`src/rtl/hit_judge_pkg.sv`:
```
// Shared constants for the hit judge: block height windows, lane state encoding,
// score increments and a popcount helper.
package hit_judge_pkg;

  localparam int H_W     = 10;
  localparam int H_OFF   = 720;
  localparam int HIT_LO  = 600;
  localparam int HIT_HI  = 680;
  localparam int PERF_LO = 630;
  localparam int PERF_HI = 650;

  localparam int PTS_PERFECT = 3;
  localparam int PTS_GOOD    = 1;

  localparam logic [1:0] ST_IDLE  = 2'd0;
  localparam logic [1:0] ST_ARMED = 2'd1;
  localparam logic [1:0] ST_DONE  = 2'd2;

  function automatic logic [7:0] popcount(input logic [31:0] v);
    logic [7:0] cnt;
    cnt = '0;
    for (int i = 0; i < 32; i++) cnt = cnt + {7'd0, v[i]};
    return cnt;
  endfunction

endpackage

```
`src/rtl/hit_judge_lane.sv`:
```
// One lane of the judge: key edge detect, previous-height sample and the
// IDLE/ARMED/DONE tracker; emits this cycle's hit/perfect/miss decision.
module hit_judge_lane
  import hit_judge_pkg::*;
(
  input  logic           clk,
  input  logic           rst_n,
  input  logic           restart,
  input  logic           hold,
  input  logic           key,
  input  logic [H_W-1:0] block_h,
  output logic           hit,
  output logic           perfect,
  output logic           miss
);

  localparam logic [H_W-1:0] H_OFF_V   = H_W'(H_OFF);
  localparam logic [H_W-1:0] HIT_LO_V  = H_W'(HIT_LO);
  localparam logic [H_W-1:0] HIT_HI_V  = H_W'(HIT_HI);
  localparam logic [H_W-1:0] PERF_LO_V = H_W'(PERF_LO);
  localparam logic [H_W-1:0] PERF_HI_V = H_W'(PERF_HI);

  logic           key_q;
  logic [H_W-1:0] h_q;
  logic [1:0]     state, state_nxt;
  logic           rise;

  assign rise = key & ~key_q;

  // Leaving the screen unjudged outranks everything; the hit window is only
  // consulted once the block is known to be neither gone nor past it.
  always_comb begin
    state_nxt = state;
    hit       = 1'b0;
    perfect   = 1'b0;
    miss      = 1'b0;
    if (!hold) begin
      case (state)
        ST_IDLE: begin
          if (block_h < H_OFF_V) state_nxt = ST_ARMED;
        end
        ST_ARMED: begin
          if (block_h == H_OFF_V) begin
            miss      = 1'b1;
            state_nxt = ST_IDLE;
          end else if (block_h > HIT_HI_V) begin
            miss      = 1'b1;
            state_nxt = ST_DONE;
          end else if (rise && block_h >= HIT_LO_V) begin
            hit       = 1'b1;
            perfect   = (block_h >= PERF_LO_V) && (block_h <= PERF_HI_V);
            state_nxt = ST_DONE;
          end
        end
        ST_DONE: begin
          if (block_h == H_OFF_V)  state_nxt = ST_IDLE;
          else if (block_h < h_q)  state_nxt = ST_ARMED;
        end
        default: state_nxt = ST_IDLE;
      endcase
    end
  end

  // Edge/height history keeps sampling while held so a key held across
  // un-pause never looks like a fresh press.
  always_ff @(posedge clk or negedge rst_n) begin
    if (!rst_n) begin
      key_q <= 1'b0;
      h_q   <= H_OFF_V;
      state <= ST_IDLE;
    end else if (restart) begin
      key_q <= 1'b0;
      h_q   <= H_OFF_V;
      state <= ST_IDLE;
    end else begin
      key_q <= key;
      h_q   <= block_h;
      state <= state_nxt;
    end
  end

endmodule

```
`src/rtl/hit_judge.sv`:
```
// Hit judge top: one tracker per lane, then per-cycle hit/miss tallies feeding
// the saturating score, combo, max combo and miss counters plus game_over.
module hit_judge
  import hit_judge_pkg::*;
#(
  parameter int N_LANES   = 4,
  parameter int MAX_MISS  = 5,
  parameter int SCORE_MAX = 9999
) (
  input  logic                   clk,
  input  logic                   rst_n,
  input  logic                   restart,
  input  logic                   pause,
  input  logic [N_LANES-1:0]     key,
  input  logic [10*N_LANES-1:0]  block_h,
  output logic [N_LANES-1:0]     hit_pulse,
  output logic [N_LANES-1:0]     perfect_pulse,
  output logic [N_LANES-1:0]     miss_pulse,
  output logic [13:0]            score,
  output logic [7:0]             combo,
  output logic [7:0]             max_combo,
  output logic [3:0]             miss_cnt,
  output logic                   game_over
);

  function automatic logic [13:0] sat_score(input logic [15:0] s);
    return (s > 16'(SCORE_MAX)) ? 14'(SCORE_MAX) : s[13:0];
  endfunction

  function automatic logic [7:0] sat_combo(input logic [8:0] s);
    return s[8] ? 8'hFF : s[7:0];
  endfunction

  function automatic logic [3:0] sat_miss(input logic [7:0] s);
    return (s >= 8'(MAX_MISS)) ? 4'(MAX_MISS) : s[3:0];
  endfunction

  logic               hold;
  logic [N_LANES-1:0] lane_hit, lane_perf, lane_miss;

  assign hold = pause | game_over;

  for (genvar i = 0; i < N_LANES; i++) begin : g_lane
    hit_judge_lane u_lane (
      .clk     (clk),
      .rst_n   (rst_n),
      .restart (restart),
      .hold    (hold),
      .key     (key[i]),
      .block_h (block_h[10*i +: 10]),
      .hit     (lane_hit[i]),
      .perfect (lane_perf[i]),
      .miss    (lane_miss[i])
    );
  end

  logic [7:0]  n_hit, n_perf, n_miss;
  logic [15:0] pts;
  logic [13:0] score_nxt;
  logic [7:0]  combo_nxt, max_nxt, miss_sum;
  logic [3:0]  miss_nxt;
  logic        over_nxt;

  // Lanes report nothing while held, so every counter naturally stands still.
  always_comb begin
    n_hit     = popcount(32'(lane_hit));
    n_perf    = popcount(32'(lane_perf));
    n_miss    = popcount(32'(lane_miss));
    pts       = 16'(n_perf) * 16'(PTS_PERFECT) + 16'(n_hit - n_perf) * 16'(PTS_GOOD);
    score_nxt = sat_score({2'b00, score} + pts);
    combo_nxt = (n_miss != 8'd0) ? 8'd0 : sat_combo({1'b0, combo} + {1'b0, n_hit});
    max_nxt   = (combo_nxt > max_combo) ? combo_nxt : max_combo;
    miss_sum  = {4'd0, miss_cnt} + n_miss;
    miss_nxt  = sat_miss(miss_sum);
    over_nxt  = game_over | (miss_sum >= 8'(MAX_MISS));
  end

  always_ff @(posedge clk or negedge rst_n) begin
    if (!rst_n) begin
      hit_pulse     <= '0;
      perfect_pulse <= '0;
      miss_pulse    <= '0;
      score         <= '0;
      combo         <= '0;
      max_combo     <= '0;
      miss_cnt      <= '0;
      game_over     <= 1'b0;
    end else if (restart) begin
      hit_pulse     <= '0;
      perfect_pulse <= '0;
      miss_pulse    <= '0;
      score         <= '0;
      combo         <= '0;
      max_combo     <= '0;
      miss_cnt      <= '0;
      game_over     <= 1'b0;
    end else begin
      hit_pulse     <= lane_hit;
      perfect_pulse <= lane_perf;
      miss_pulse    <= lane_miss;
      score         <= score_nxt;
      combo         <= combo_nxt;
      max_combo     <= max_nxt;
      miss_cnt      <= miss_nxt;
      game_over     <= over_nxt;
    end
  end

endmodule

```
`config.mk`:
```
export PLATFORM = sky130hd
export DESIGN_NAME = hit_judge
export DESIGN_NICKNAME = d
export VERILOG_FILES = /design/src/rtl/hit_judge_pkg.sv /design/src/rtl/hit_judge_lane.sv /design/src/rtl/hit_judge.sv
export SDC_FILE = /design/constraint.sdc
export NUM_CORES = 1
export LEC_CHECK = 0
export CAP_MARGIN = 5
export CORE_AREA = 3 3 137 139
export CTS_CLUSTER_DIAMETER = 80
export DETAILED_ROUTE_END_ITERATION = 8
export DIE_AREA = 0 0 140 142
export GPL_ROUTABILITY_DRIVEN = 0
export HOLD_SLACK_MARGIN = 0.1
export SETUP_SLACK_MARGIN = 0.4
export SLEW_MARGIN = 15
export SYNTH_ARGS = -nofsm -noshare
export SYNTH_HDL_FRONTEND = slang
export SYNTH_SLANG_ARGS = --single-unit
```
`constraint.sdc`:
```
create_clock -name clk -period 15.73 [get_ports clk]
set_clock_uncertainty 0.2 [all_clocks]
set_input_delay 1.573 -clock clk [delete_from_list [all_inputs] [get_ports clk]]
set_output_delay 1.573 -clock clk [all_outputs]
set_load 0.005 [all_outputs]
```
* After elaboration in Yosys (flattened, before gate mapping)
Cells that the tools add are included.
Storage, ports and cells: register bits after elaboration 99, input port bits 48, logic and storage cells 228
Cells by class: add/subtract/negate cells 14, $mul 1, order comparisons 27, eq/ne operators 25, muxes and demuxes 113, bitwise logic cells 10, reduce and logical (&&, ||, !) cells 18
Operators by type and width (count):
- $ge A10 B10 Y1 const B | 8
- $mux W2 | 32
- $mux W1 | 61
- $eq A10 B10 Y1 const B | 4
- $gt A10 B10 Y1 const B | 4
- $le A10 B10 Y1 const B | 4
- $lt A10 B10 Y1 | 4
- $lt A10 B10 Y1 const B | 4
- $mux W10 | 4
- $mux W8 | 5
- $mux W14 | 2
- $pmux W2 S3 | 4
- $mux W4 | 5
- $ne A5 B2 Y1 const B | 4
- $add A15 B8 Y16 | 1
- $gt A16 B14 Y1 const B | 1
- $ne A4 B2 Y1 const B | 4
- $reduce_and A4 Y1 | 4
- $add A3 B1 Y4 | 3
- $ne A3 B2 Y1 const B | 4
- $add A2 B1 Y3 | 3
- $add A8 B4 Y9 | 1
- $add A7 B5 Y8 | 1
- $eq A2 B1 Y1 const B | 4
- other kinds (15) | 37

* Logic depth before layout (Yosys ltp)
Gate-level depths: netlist of run 1.
depth after elaboration 17, depth in mapped cells 25

* Hierarchy
From an unflattened synthesis of run 1, not the netlist that was laid out.
Unflattened totals: cell total of the unflattened synthesis 811, area, all modules 7474.7 sq um
By module, submodules not included:
- hit_judge_lane | times used 4, cells each 103, area each 945.9 sq um, sequential area each 330.3 sq um
- hit_judge | times used 1, cells each 399, area each 3691.0 sq um, sequential area each 1176.1 sq um

* Worst setup path before layout of run 1
Ideal clock, no wire load.
path kind input to register, start in block_h[11], end reg score[1], setup time 82 ps, data arrival time 7903 ps, setup slack 7545 ps, stages on the path 20, buffers on the path 0, cell sequence or3_1 o31a_1 o2bb2a_4 or4_4 a2111oi_4 fa_1 ha_1 ha_1 fa_1 fa_1 fa_1 inv_1 fa_1 a211oi_1 o21ai_0 a31oi_1 xor2_1 a2111oi_0 o21ai_0 a31oi_1
On the way: cells in the longest elaborated chain, start to end 16, elaborated cells on any way between the ends 30
Ends and longest elaborated chain:
- start, declared | line hit_judge.sv:15 | input logic [10*N_LANES-1:0] block_h,
- $ge A10 B10 Y1 (tied with other cells) | line hit_judge_lane.sv:51 | perfect = (block_h >= PERF_LO_V) && (block_h <= PERF_HI_V);
- $logic_and A1 B1 Y1, on equally long branches | line hit_judge_lane.sv:51, hit_judge_lane.sv:49
- $mux W1 | line hit_judge_lane.sv:49 | end else if (rise && block_h >= HIT_LO_V) begin
- $mux W1 | line hit_judge_lane.sv:46 | end else if (block_h > HIT_HI_V) begin
- $mux W1 | line hit_judge_lane.sv:43 | if (block_h == H_OFF_V) begin
- $mux W1 | line hit_judge_lane.sv:38 | case (state)
- $mux W1 | line hit_judge_lane.sv:37 | if (!hold) begin
- $add A1 B1 Y2 | line hit_judge_pkg.sv:22 | for (int i = 0; i < 32; i++) cnt = cnt + {7'd0, v[i]};
- $add A2 B1 Y3 | line hit_judge_pkg.sv:22
- $add A3 B1 Y4 | line hit_judge_pkg.sv:22
- $mul A4 B2 Y6 or $sub A4 B4 Y5 (tied branches) | line hit_judge.sv:69 | pts = 16'(n_perf) * 16'(PTS_PERFECT) + 16'(n_hit - n_perf) * 16'(PTS_GOOD);
- $add A7 B5 Y8 (*) | line hit_judge.sv:69
- $add A15 B8 Y16 (*) | line hit_judge.sv:70 | score_nxt = sat_score({2'b00, score} + pts);
- $gt A16 B14 Y1 | line hit_judge.sv:27 | return (s > 16'(SCORE_MAX)) ? 14'(SCORE_MAX) : s[13:0];
- $mux W14 (*) | line hit_judge.sv:27
- $mux W14 (*) | line hit_judge.sv:88 | end else if (restart) begin
- end signal, assigned | line hit_judge.sv:101 | score <= score_nxt;
- end, declared | line hit_judge.sv:19 | output logic [13:0] score,
Mark *: on every way between the ends. The rest lies on a longest branch, timed or not. A chain may end at the register's enable or synchronous reset.

* Final worst setup path of run 1
start in block_h[9], end reg score[0]
Same word-level chain as after synthesis.

==> results by group, run 1 <==
Floorplan
  – Die height: 142 µm
  – Initial Utilization: 0.396
  – Top Ports: 95
  – Die area: just under 20000 µm²
  – Die width: 140 µm
  – Rows: a little under 50
  – Core Box Area: around 18000 µm²

Yosys
  – Count leader, synth: inv_1
  – Top-area cell type share of the netlist area: 0.295
  – Sequential area share after synthesis: 0.355
  – Cell area after synthesis: between 7000 and 8000 µm²
  – Area leader, netlist: dfrtp_1
  – Ys async rst share: 1.00
  – Unique cell type count in the Yosys netlist: 66
  – Yosys reg bits: 99
  – Synth area leaders: dfrtp_1, ha_1, dfstp_2, inv_1, fa_1
  – Post-synth EDFFs: 0
  – Synthesized area per cell: between 9 and 10 µm²
  – Synth Instances: roughly 770
  – Synth cell count leaders: inv_1, dfrtp_1, ha_1, a21oi_1, nor2_1
  – Most used DFF post-synth: dfrtp_1
  – Warnings, synthesis: 0
  – Syn_nets: 901

GRT
  – Number of global-route vias before repair: around 5500
  – First-pass GRT wire length: about 28000 µm
  – Total global routing overflow: 0
  – Total GRT Usage: 0.171
  – Largest net degree at the start of global routing: 55
  – Initial antenna violation count: 0

Detailed routing
  – WL met1: between 8000 and 9000 µm
  – Drt pass-1 iters: 4
  – DR top layer: met4
  – Avg Vias per Cell: 5.20
  – Post-DRT Antenna Nets: 0
  – Wire length per cell after detailed routing: roughly 15 µm
  – Number of remaining DRC errors: 0
  – First DRT Iteration DRCs: 306
  – Via count: approximately 5600
  – Met3 wire length: a little over 600 µm
  – Met2 routed WL: between 7000 and 8000 µm
  – Routed wire length: 16700 µm

Clock tree
  – TritonCTS clock tree: done
  – H-tree lvl count: 3
  – Worst-path clk slew: about 70 ps
  – CTS root buf: clkbuf_16
  – CTS buffer count: 9
  – Clock buffer depth: 2
  – Skew-Pair Late Insertion Delay: between 300 and 400 ps
  – Resized cells post-CTS: 0
  – Hold Buf Count CTS: 0
  – Setup bufs post-CTS: 0
  – Clock sink count: between 90 and 100

Worst setup path
  – Setup CP Type: in2reg
  – Critical Path Start: block_h[9]
  – Crit end category: flip-flop
  – Req. time, crit path: roughly 16000 ps
  – Worst Path Max Fanout: 8
  – Critical path startpoint category: primary input
  – WP data arrival: ~9200 ps
  – R2r startpoint: game_over

Flow run
  – Max-cap violations: 0

Finish
  – Multi-input combinational cell area: between 4000 and 5000 µm²
  – Fill count: about 1700
  – Final core utilization: 0.479
  – Ant. Diodes: 0
  – Final #Nets: ~990
  – Layout cells sized above 1: 0.0735
  – Area Overhead vs Synth: 21.1%
  – Storage element area: about 2500 µm²

STA
  – Minimum clock period: between 9000 and 10000 ps
  – Total negative slack: 0 ps
  – Hold Fails Final Rpt: 0
  – Final period util: 0.577
  – RSZ-0062 raised after global routing: no
  – Slew Limit Headroom: 0.483
  – Final Slew Violations: 0
  – Setup violators final: 0
  – Slew @ Worst Pin: approximately 770 ps
  – Fmax: between 0.1 and 0.15 GHz

Power
  – Post-layout power: roughly 620 µW
  – PwrDens: 72.6 nW/µm²
  – Leak: approximately 0.004 µW
  – Maximum vdd drop: about 0.053 mV

Placed design
  – Hpwl dp: around 12000 µm
  – Port bufs: 94

Min path
  – HP Start: max_combo[5]
  – Worst hold path class: reg2reg

Status
  – Status: finished, final reports clean
==> path summary, 6_finish.rpt <==
path,cells after the start,endpoint,slack [ps]
worst max-delay path,22,score[0],6650
worst min-delay path,2,max_combo[5],360
worst max register to register,19,score[0],8390
worst min register to register,2,max_combo[5],360
max in group asynchronous,2,g_lane[0].u_lane.h_q[1],13150
min in group asynchronous,1,g_lane[2].u_lane.h_q[5],1030
==> power breakdown <==
| group | leakage (µW) | switching, µW | internal (µW) |
|---|---|---|---|
| Clock | 0.000163 | 102 | 144 |
| Sequential | 0.00129 | 7.75 | 267 |
| Combinational | 0.00260 | 52.9 | 44.6 |
| Total | 0.00405 | 163 | 456 |
==> kinds of logic after synthesis <==
group / share of synthesized area
xor+xnor: 0.0274
compound gates: 0.164
simple gates: 0.207
buf+inv: 0.0589
other cells: 0.000533
flops: 0.355
mux: 0.0157
fa+ha+maj: 0.172
==> cells in the final DEF (no fill, tap or decap), drive strengths merged, types with 4 or more instances in the layout <==
cell type	instances
ha	74
a21oi	50
clkdlybuf4s50	92
nor4b	11
or3	7
nand4	5
dfstp	16
inv	91
o21ai	21
nor3	21
nor4	9
o41ai	4
xnor2	9
nor2	47
a21o	27
nand2b	12
or2	20
o21a	4
dfrtp	83
a2111oi	6
clkbuf	10
nand2	45
a211oi	12
mux2i	11
fa	14
and2	12
a31oi	12
and3	8
xor2	13
buf	4
nor2b	34
nand3	15
nand4b	4
==> sequential cells by signal, indices dropped and copies added, names as in the netlist, 8 cells and up <==
signal               count
g_lane.u_lane.h_q       40
score                   14
combo                    8
g_lane.u_lane.state      8
max_combo                8
==> metrics by stage <==
stage	instances	hold slack, ps	instance area (µm²)	setup slack, ps
6_report	1086	360	8520	6650
5_1_grt	1086	405	8520	5970
4_1_cts	1086	366	8520	6580
3_5_place_dp	1070	345	8190	6230
3_3_place_gp	1070	341	8190	6280
2_1_floorplan	765	302	7030	7550
==> cell type report <==
class | instances | area share
inverters | 90 | 0.0397
clock buffers | 10 | 0.0281
well taps | 229 | 0.0336
multi-input cells | 556 | 0.484
clock inverters | 6 | 0.0103
flip-flops and latches | 99 | 0.293
repair buffers | 96 | 0.111
==> layer usage <==
metal,global-route usage,vias to the layer above
met5,0,-
met4,0.0505,0
met3,0.0302,17
met2,0.278,93
met1,0.236,2686
li1,-,2851
==> worst max-delay path, cell delays in order <==
cell	delay, ps
clkdlybuf4s50_1	650
nand2_1	130
nor4b_1	440
a31oi_1	190
o22a_1	240
or3_1	480
nor3_1	330
fa_1	460
ha_1	270
ha_1	340
fa_1	410
fa_1	460
fa_1	490
inv_1	70
fa_1	450
a211oi_1	620
o21ai_0	190
a31oi_1	220
xor2_1	100
a2111oi_0	550
o21ai_0	280
a31oi_1	210
Note: power is estimated with default switching activity, not from simulation.
==> run 2: changes to the inputs <==
Clock period 15.73 ns to 8.6 ns, I/O delays scaled along.
==> results by group, run 2 (synthesized netlist as in run 1, its figures left out) <==
GRT
  – Met3 Use GR: 0.0265 (-0.00370)
  – Global Route met1 Usage: 0.235 (-0.000902)
  – Initial antenna violation count: 0 (unchanged)
  – First-pass GRT wire length: 27500 µm (-1.0%)
  – Largest net degree at the start of global routing: 73 (+33%)
  – Number of global-route vias before repair: 5570 (+0.40%)
  – Total global routing overflow: 0 (unchanged)
  – Total GRT Usage: 0.169 (-0.00194)
  – M2 GR Usage: 0.273 (-0.00430)
  – Layer with the highest usage: met2

Floorplan
  – Die height: 142 µm (unchanged)
  – Initial Utilization: 0.396 (unchanged)
  – Die area: 19900 µm² (unchanged)
  – Top Ports: 95 (unchanged)
  – Rows: 49 (unchanged)
  – Die width: 140 µm (unchanged)
  – Core Box Area: 17800 µm² (unchanged)

Finish
  – Final core utilization: 0.486 (+0.00697)
  – Largest regs: g_lane.u_lane.h_q: 40 flops, score: 14 flops
  – Final #Nets: 1001 (+1.3%)
  – Ant. Diodes: 0 (unchanged)
  – Post-Layout Cell Count: 1099 (+1.2%)
  – Multi-input combinational cell area: 4150 µm² (+0.79%)
  – Commonest non-fill, non-tap cell in the layout: clkdlybuf4s50_1
  – Area Overhead vs Synth: 22.9%
  – Most frequent cells in the layout: clkdlybuf4s50_1, inv_1, dfrtp_1
  – Fill count: 1716 (-0.46%)
  – Layout cells sized above 1: 0.0920 (+0.0184)
  – Max FFs per register: 40 (unchanged)
  – Storage element area: 2500 µm² (unchanged)
  – Top reg by flops: g_lane.u_lane.h_q

STA
  – Fmax: between 0.1 and 0.15 GHz
  – Final Slew Violations: 0 (unchanged)
  – Total negative slack: 0 ps (unchanged)
  – Setup violators final: 0 (unchanged)
  – Minimum clock period: between 7000 and 8000 ps
  – Slew Limit Headroom: 0.361 (-0.122)
  – Final period util: 0.907
  – Hold Fails Final Rpt: 0 (unchanged)
  – RSZ-0062 raised after global routing: no
  – Slew @ Worst Pin: 959 ps (+186 ps)

Detailed routing
  – First DRT Iteration DRCs: 336 (+9.8%)
  – Routed wire length: 16700 µm (+0.11%)
  – Wire length per cell after detailed routing: 15.2 µm (-1.1%)
  – Post-DRT Antenna Nets: 0 (unchanged)
  – Via count: 5734 (+1.5%)
  – Number of remaining DRC errors: 0 (unchanged)
  – Drt pass-1 iters: 5 (+1)
  – Avg Vias per Cell: 5.22 (+0.34%)

Worst setup path
  – Crit-path slowest cell: clkdlybuf4s50_1
  – Critical Path Most Common Cell: fa_1
  – CP max stage delay: 580 ps (-70 ps)
  – Critical path startpoint category: primary input
  – Crit end category: flip-flop
  – WP data arrival: 7790 ps (-1360 ps)
  – CP Cell Sequence: clkdlybuf4s50_1, and2b_1, nand4b_2, o31a_1, o2bb2a_4, or4_4, a2111oi_4, fa_1, ha_1, ha_1, fa_1, fa_2, fa_1, inv_1, fa_1, a211oi_1, buf_4, o21a_1, o211ai_1, and3_1, a2111oi_2, o21a_1, nor4b_1
  – Setup CP Type: in2reg
  – Req. time, crit path: 8590 ps (-7210 ps)
  – Worst Path Max Fanout: 7 (-1)

Clock tree
  – TritonCTS clock tree: done
  – H-tree lvl count: 3 (unchanged)
  – Worst-path clk slew: 70 ps (about the same)
  – CTS root buf: clkbuf_16
  – Clock buffer depth: 2 (unchanged)
  – Clock sink count: 99 (unchanged)
  – Skew-Pair Late Insertion Delay: 350 ps (about the same)
  – CTS buffer count: 9 (unchanged)
  – Hold Buf Count CTS: 0 (unchanged)

Power
  – PwrDens: 131 nW/µm² (+80%)
  – Maximum vdd drop: 0.0937 mV (+77%)
  – Leak: 0.00411 µW (+1.4%)
  – Post-layout power: 1130 µW (+83%)

Flow run
  – Max-cap violations: 0 (unchanged)

Placed design
  – Hpwl dp: 12500 µm (+1.2%)
  – Cell Count Post-Placement: 1083 (+1.2%)
  – Port bufs: 94 (unchanged)

Status
  – Status: finished, final reports clean

Min path
  – Worst hold path class: in2async
run 2: cell count changes in the layout (fill, tap and decap cells not counted), moves of 2 or more:
cell      change
buf_4        +13
o21ai_0       -3
clkbuf_1      +2
o21ai_1       +3
run 2: worst paths after layout:
| path | start | slack (ps) | endpoint | cells after the start |
|---|---|---|---|---|
| setup / recovery | block_h[19] | 800 | score[6] | 23 |
| hold / removal | rst_n | 210 | g_lane[3].u_lane.h_q[5] | 1 |
| setup reg to reg | game_over | 2000 | score[6] | 19 |
| hold reg to reg | g_lane[0].u_lane.state[0] | 350 | g_lane[0].u_lane.state[0] | 1 |
| max in group asynchronous | rst_n | 6710 | g_lane[1].u_lane.h_q[0] | 2 |
| min in group clk | g_lane[0].u_lane.state[0] | 350 | g_lane[0].u_lane.state[0] | 1 |
run 2: what timing repair did:
| action | CTS | global route |
|---|---|---|
| endpoints found under the setup margin | 8 | 14 |
| buffers inserted | 0 | 0 |
| resized for setup | 1 | 9 |
| hold endpoints to repair | 0 | 0 |
run 2: area by class of cell:
class | count | share of cell area
well taps | 229 | 0.0332
flip-flops and latches | 99 | 0.289
multi-input cells | 556 | 0.481
inverters | 90 | 0.0391
clock buffers | 12 | 0.0285
clock inverters | 4 | 0.00854
repair buffers | 109 | 0.121
run 2: power breakdown:
| group | switching (µW) | internal, µW |
|---|---|---|
| Combinational | 97.7 | 84.6 |
| Sequential | 13.8 | 488 |
| Clock | 182 | 264 |
| Total | 294 | 836 |
run 2: critical path: cells and delay by family:
family | cells | cell delay (ps)
AND/OR/NAND/NOR | 5 | 1160
adder cells (fa/ha/maj) | 7 | 2900
buffers and inverters | 3 | 820
AO/OA/AOI/OAI | 8 | 2030
run 2: routing by layer:
layer	part of all wire	up-vias
met4	0.015	0
met3	0.044	17
met2	0.46	139
met1	0.48	2684
met5	0	-
li1	-	2894
run 2: stage by stage:
step / hold WS [ps] / setup slack [ps] / instance area, µm²
detailed placement: 344 / -63.5 / 8290
global placement: 338 / 302 / 8290
CTS: 219 / 418 / 8620
global route: 235 / 425 / 8640
finish: 210 / 798 / 8640
floorplan: 302 / 1130 / 7030
==> run 3: changes to the inputs <==
Settings changed: CORE_AREA 3 3 137 139 to 3 3 141 143, DIE_AREA 0 0 140 142 to 0 0 144 146, SYNTH_HIERARCHICAL from default to 1.
==> results by group, run 3 <==
Status
  – Status: finished, final reports clean

Finish
  – Fill count: 1801 (+5.0%)
  – Max FFs per register: 40 (unchanged)
  – Top reg by flops: g_lane.u_lane/h_q
  – Commonest non-fill, non-tap cell in the layout: clkdlybuf4s50_1
  – Area Overhead vs Synth: 19.6%
  – Final #Nets: 1035 (+3.4%)
  – Ant. Diodes: 0 (unchanged)
  – Largest regs: g_lane.u_lane/h_q: 40 flops, score: 14 flops
  – Final core utilization: 0.478 (-0.00814)
  – Layout cells sized above 1: 0.0997 (+0.00771)
  – Post-route design area: 8940 µm² (+3.4%)
  – Most frequent cells in the layout: clkdlybuf4s50_1, dfrtp_1, inv_1

GRT
  – First-pass GRT wire length: 29700 µm (+7.8%)
  – Largest net degree at the start of global routing: 67 (-8.2%)
  – Total GRT Usage: 0.172 (+0.00329)
  – Total global routing overflow: 0 (unchanged)
  – Number of global-route vias before repair: 5915 (+6.2%)
  – Initial antenna violation count: 0 (unchanged)

Clock tree
  – Worst-path clk slew: 70 ps (about the same)
  – CTS root buf: clkbuf_16
  – Clock buffer depth: 2 (unchanged)
  – Clock sink count: 99 (unchanged)
  – CTS buffer count: 9 (unchanged)
  – Hold Buf Count CTS: 0 (unchanged)
  – Resized cells post-CTS: 0 (-1)
  – H-tree lvl count: 3 (unchanged)
  – Skew-Pair Late Insertion Delay: 360 ps (about the same)
  – TritonCTS clock tree: done
  – Setup bufs post-CTS: 0 (unchanged)

Yosys
  – Ys async rst share: 1.00 (unchanged)
  – Sequential area share after synthesis: 0.334 (-0.0210)
  – Synth area leaders: dfrtp_1, ha_1, dfstp_2, nor2b_1, inv_1
  – Unique cell type count in the Yosys netlist: 70 (+6.1%)
  – Synth cell count leaders: dfrtp_1, inv_1, ha_1, nor2b_1, nor2_1
  – Count leader, synth: dfrtp_1
  – Area leader, netlist: dfrtp_1
  – Synthesized area per cell: 9.22 µm² (+0.25%)
  – Warnings, synthesis: 6 (+6)
  – Cell area after synthesis: 7470 µm² (+6.3%)
  – Syn_nets: 948 (+5.2%)
  – Post-synth EDFFs: 0 (unchanged)
  – Synth Instances: 811 (+6.0%)
  – Yosys reg bits: 99 (unchanged)
  – Most used DFF post-synth: dfrtp_1
  – Top-area cell type share of the netlist area: 0.278 (-0.0175)

STA
  – Final period util: 0.875 (-0.0323)
  – RSZ-0062 raised after global routing: no
  – Setup violators final: 0 (unchanged)
  – Hold Fails Final Rpt: 0 (unchanged)
  – WHS: 246 ps (+36.0 ps)
  – Total negative slack: 0 ps (unchanged)
  – Minimum clock period: 7520 ps (-278 ps)
  – Final Slew Violations: 0 (unchanged)
  – Slew @ Worst Pin: 859 ps (-100 ps)
  – Fmax: 0.133 GHz (+3.7%)
  – Slew Limit Headroom: 0.428 (+0.0668)

Floorplan
  – Initial Utilization: 0.400 (+0.00403)
  – Die height: 146 µm (+2.8%)
  – Top Ports: 95 (unchanged)
  – Rows: 50 (+2.0%)
  – Die width: 144 µm (+2.9%)
  – Core Box Area: 18700 µm² (+5.2%)
  – Die area: 21000 µm² (+5.8%)

Placed design
  – Port bufs: 94 (unchanged)
  – Placed Area: 8630 µm² (+4.1%)
  – Hpwl dp: 13100 µm (+5.0%)

Flow run
  – Max-cap violations: 0 (unchanged)

Worst setup path
  – Crit end category: flip-flop
  – R2R Path End: score[6]
  – Critical Path Start: block_h[14]
  – CP max stage delay: 540 ps (-40 ps)
  – Setup CP Type: in2reg
  – Req. time, crit path: 8660 ps (+70 ps)
  – Worst reg-to-reg setup slack: 1870 ps (-130 ps)
  – R2R depth: 22 (+3)
  – CP Cell Sequence: clkdlybuf4s50_1, or2_2, a32oi_1, nand2b_2, and3_1, and4_1, fa_1, ha_1, ha_1, xnor2_1, ha_1, a21oi_1, fa_1, buf_4, ha_1, ha_1, a21o_4, a21oi_1, a21oi_1, a2111oi_1, nor4_1, nor3_1, o211ai_2, nor4b_2
  – Critical Path End: score[6]
  – Critical path startpoint category: primary input
  – Crit-path slowest cell: clkdlybuf4s50_1
  – Worst Path Max Fanout: 10 (+3)
  – WP data arrival: 7590 ps (-200 ps)
  – Critical Path Most Common Cell: ha_1
  – R2r startpoint: game_over

Detailed routing
  – Routed wire length: 17700 µm (+6.1%)
  – Avg Vias per Cell: 5.34 (+2.4%)
  – First DRT Iteration DRCs: 271 (-19%)
  – Wire length per cell after detailed routing: 15.6 µm (+2.5%)
  – Drt pass-1 iters: 5 (unchanged)
  – Post-DRT Antenna Nets: 0 (unchanged)
  – Number of remaining DRC errors: 0 (unchanged)
  – Via count: 6074 (+5.9%)

Min path
  – Worst hold path class: in2async

Power
  – Maximum vdd drop: 0.0897 mV (-4.3%)
  – PwrDens: 145 nW/µm² (+11%)
  – Leak: 0.00415 µW (+1.1%)
run 3: changes by cell type after synthesis, sizes merged, moves of 10 or more:
cell,change
inv,-11
nand2,-20
a21o,-10
nand2b,+19
nor2b,+24
nand4,+13
run 3: worst min-delay path by stage:
stage	cells after the start	slack, ps	end	start
after floorplan	1	300	g_lane[0].u_lane/state[0]	g_lane[0].u_lane/state[0]
after global placement	2	310	game_over	game_over
after detailed placement	2	330	game_over	game_over
after CTS	1	250	max_combo[6]	rst_n
after global routing	1	270	max_combo[6]	rst_n
final	1	250	max_combo[6]	rst_n
run 3: through the flow:
step	total power (µW)	cells	setup slack [ps]
3_5_place_dp	877	1121	748
4_1_cts	1320	1137	1100
5_1_grt	1380	1137	516
3_3_place_gp	877	1121	825
6_report	1290	1137	1080
2_1_floorplan	755	811	1940
run 3: power by group:
| group | internal, µW | total [µW] | switching, µW |
|---|---|---|---|
| sequential | 504 | 537 | 32.7 |
| clock | 232 | 427 | 195 |
| combinational | 153 | 330 | 177 |
run 3: area by class of cell:
| class | instances | area (µm²) | share of cell area |
|---|---|---|---|
| inverters | 79 | 297 | 0.0332 |
| clock buffers | 10 | 229 | 0.0256 |
| clock inverters | 6 | 81.3 | 0.00910 |
| well taps | 234 | 293 | 0.0328 |
| repair buffers | 97 | 958 | 0.107 |
| multi-input cells | 612 | 4580 | 0.513 |
| flip-flops and latches | 99 | 2500 | 0.279 |
run 3: critical path, delay by kind of cell:
kind	cells	cell delay [ps]
and+or+nand+nor	7	1760
AOI/OAI and AO/OA	7	1560
xor gates and xnor gates	1	220
buffers and inverters	2	780
adders and majority gates	7	2390
run 3: cells by family after synthesis:
kind of cell	after synthesis	synth area share
compound gates	180	0.174
xor+xnor	20	0.0234
fa+ha+maj	89	0.160
buf+inv	100	0.0526
flops	99	0.334
mux	7	0.00937
other cells	1	0.000502
simple gates	315	0.246
run 3: routing by layer:
| metal | GRT usage | up-vias | share of wire | wire length, µm |
|---|---|---|---|---|
| li1 | - | 3064 | - | - |
| met5 | 0 | - | 0 | 0 |
| met2 | 0.262 | 103 | 0.45 | 7930 |
| met3 | 0.0368 | 10 | 0.044 | 783 |
| met1 | 0.252 | 2897 | 0.50 | 8800 |
| met4 | 0.0381 | 0 | 0.0096 | 170 |
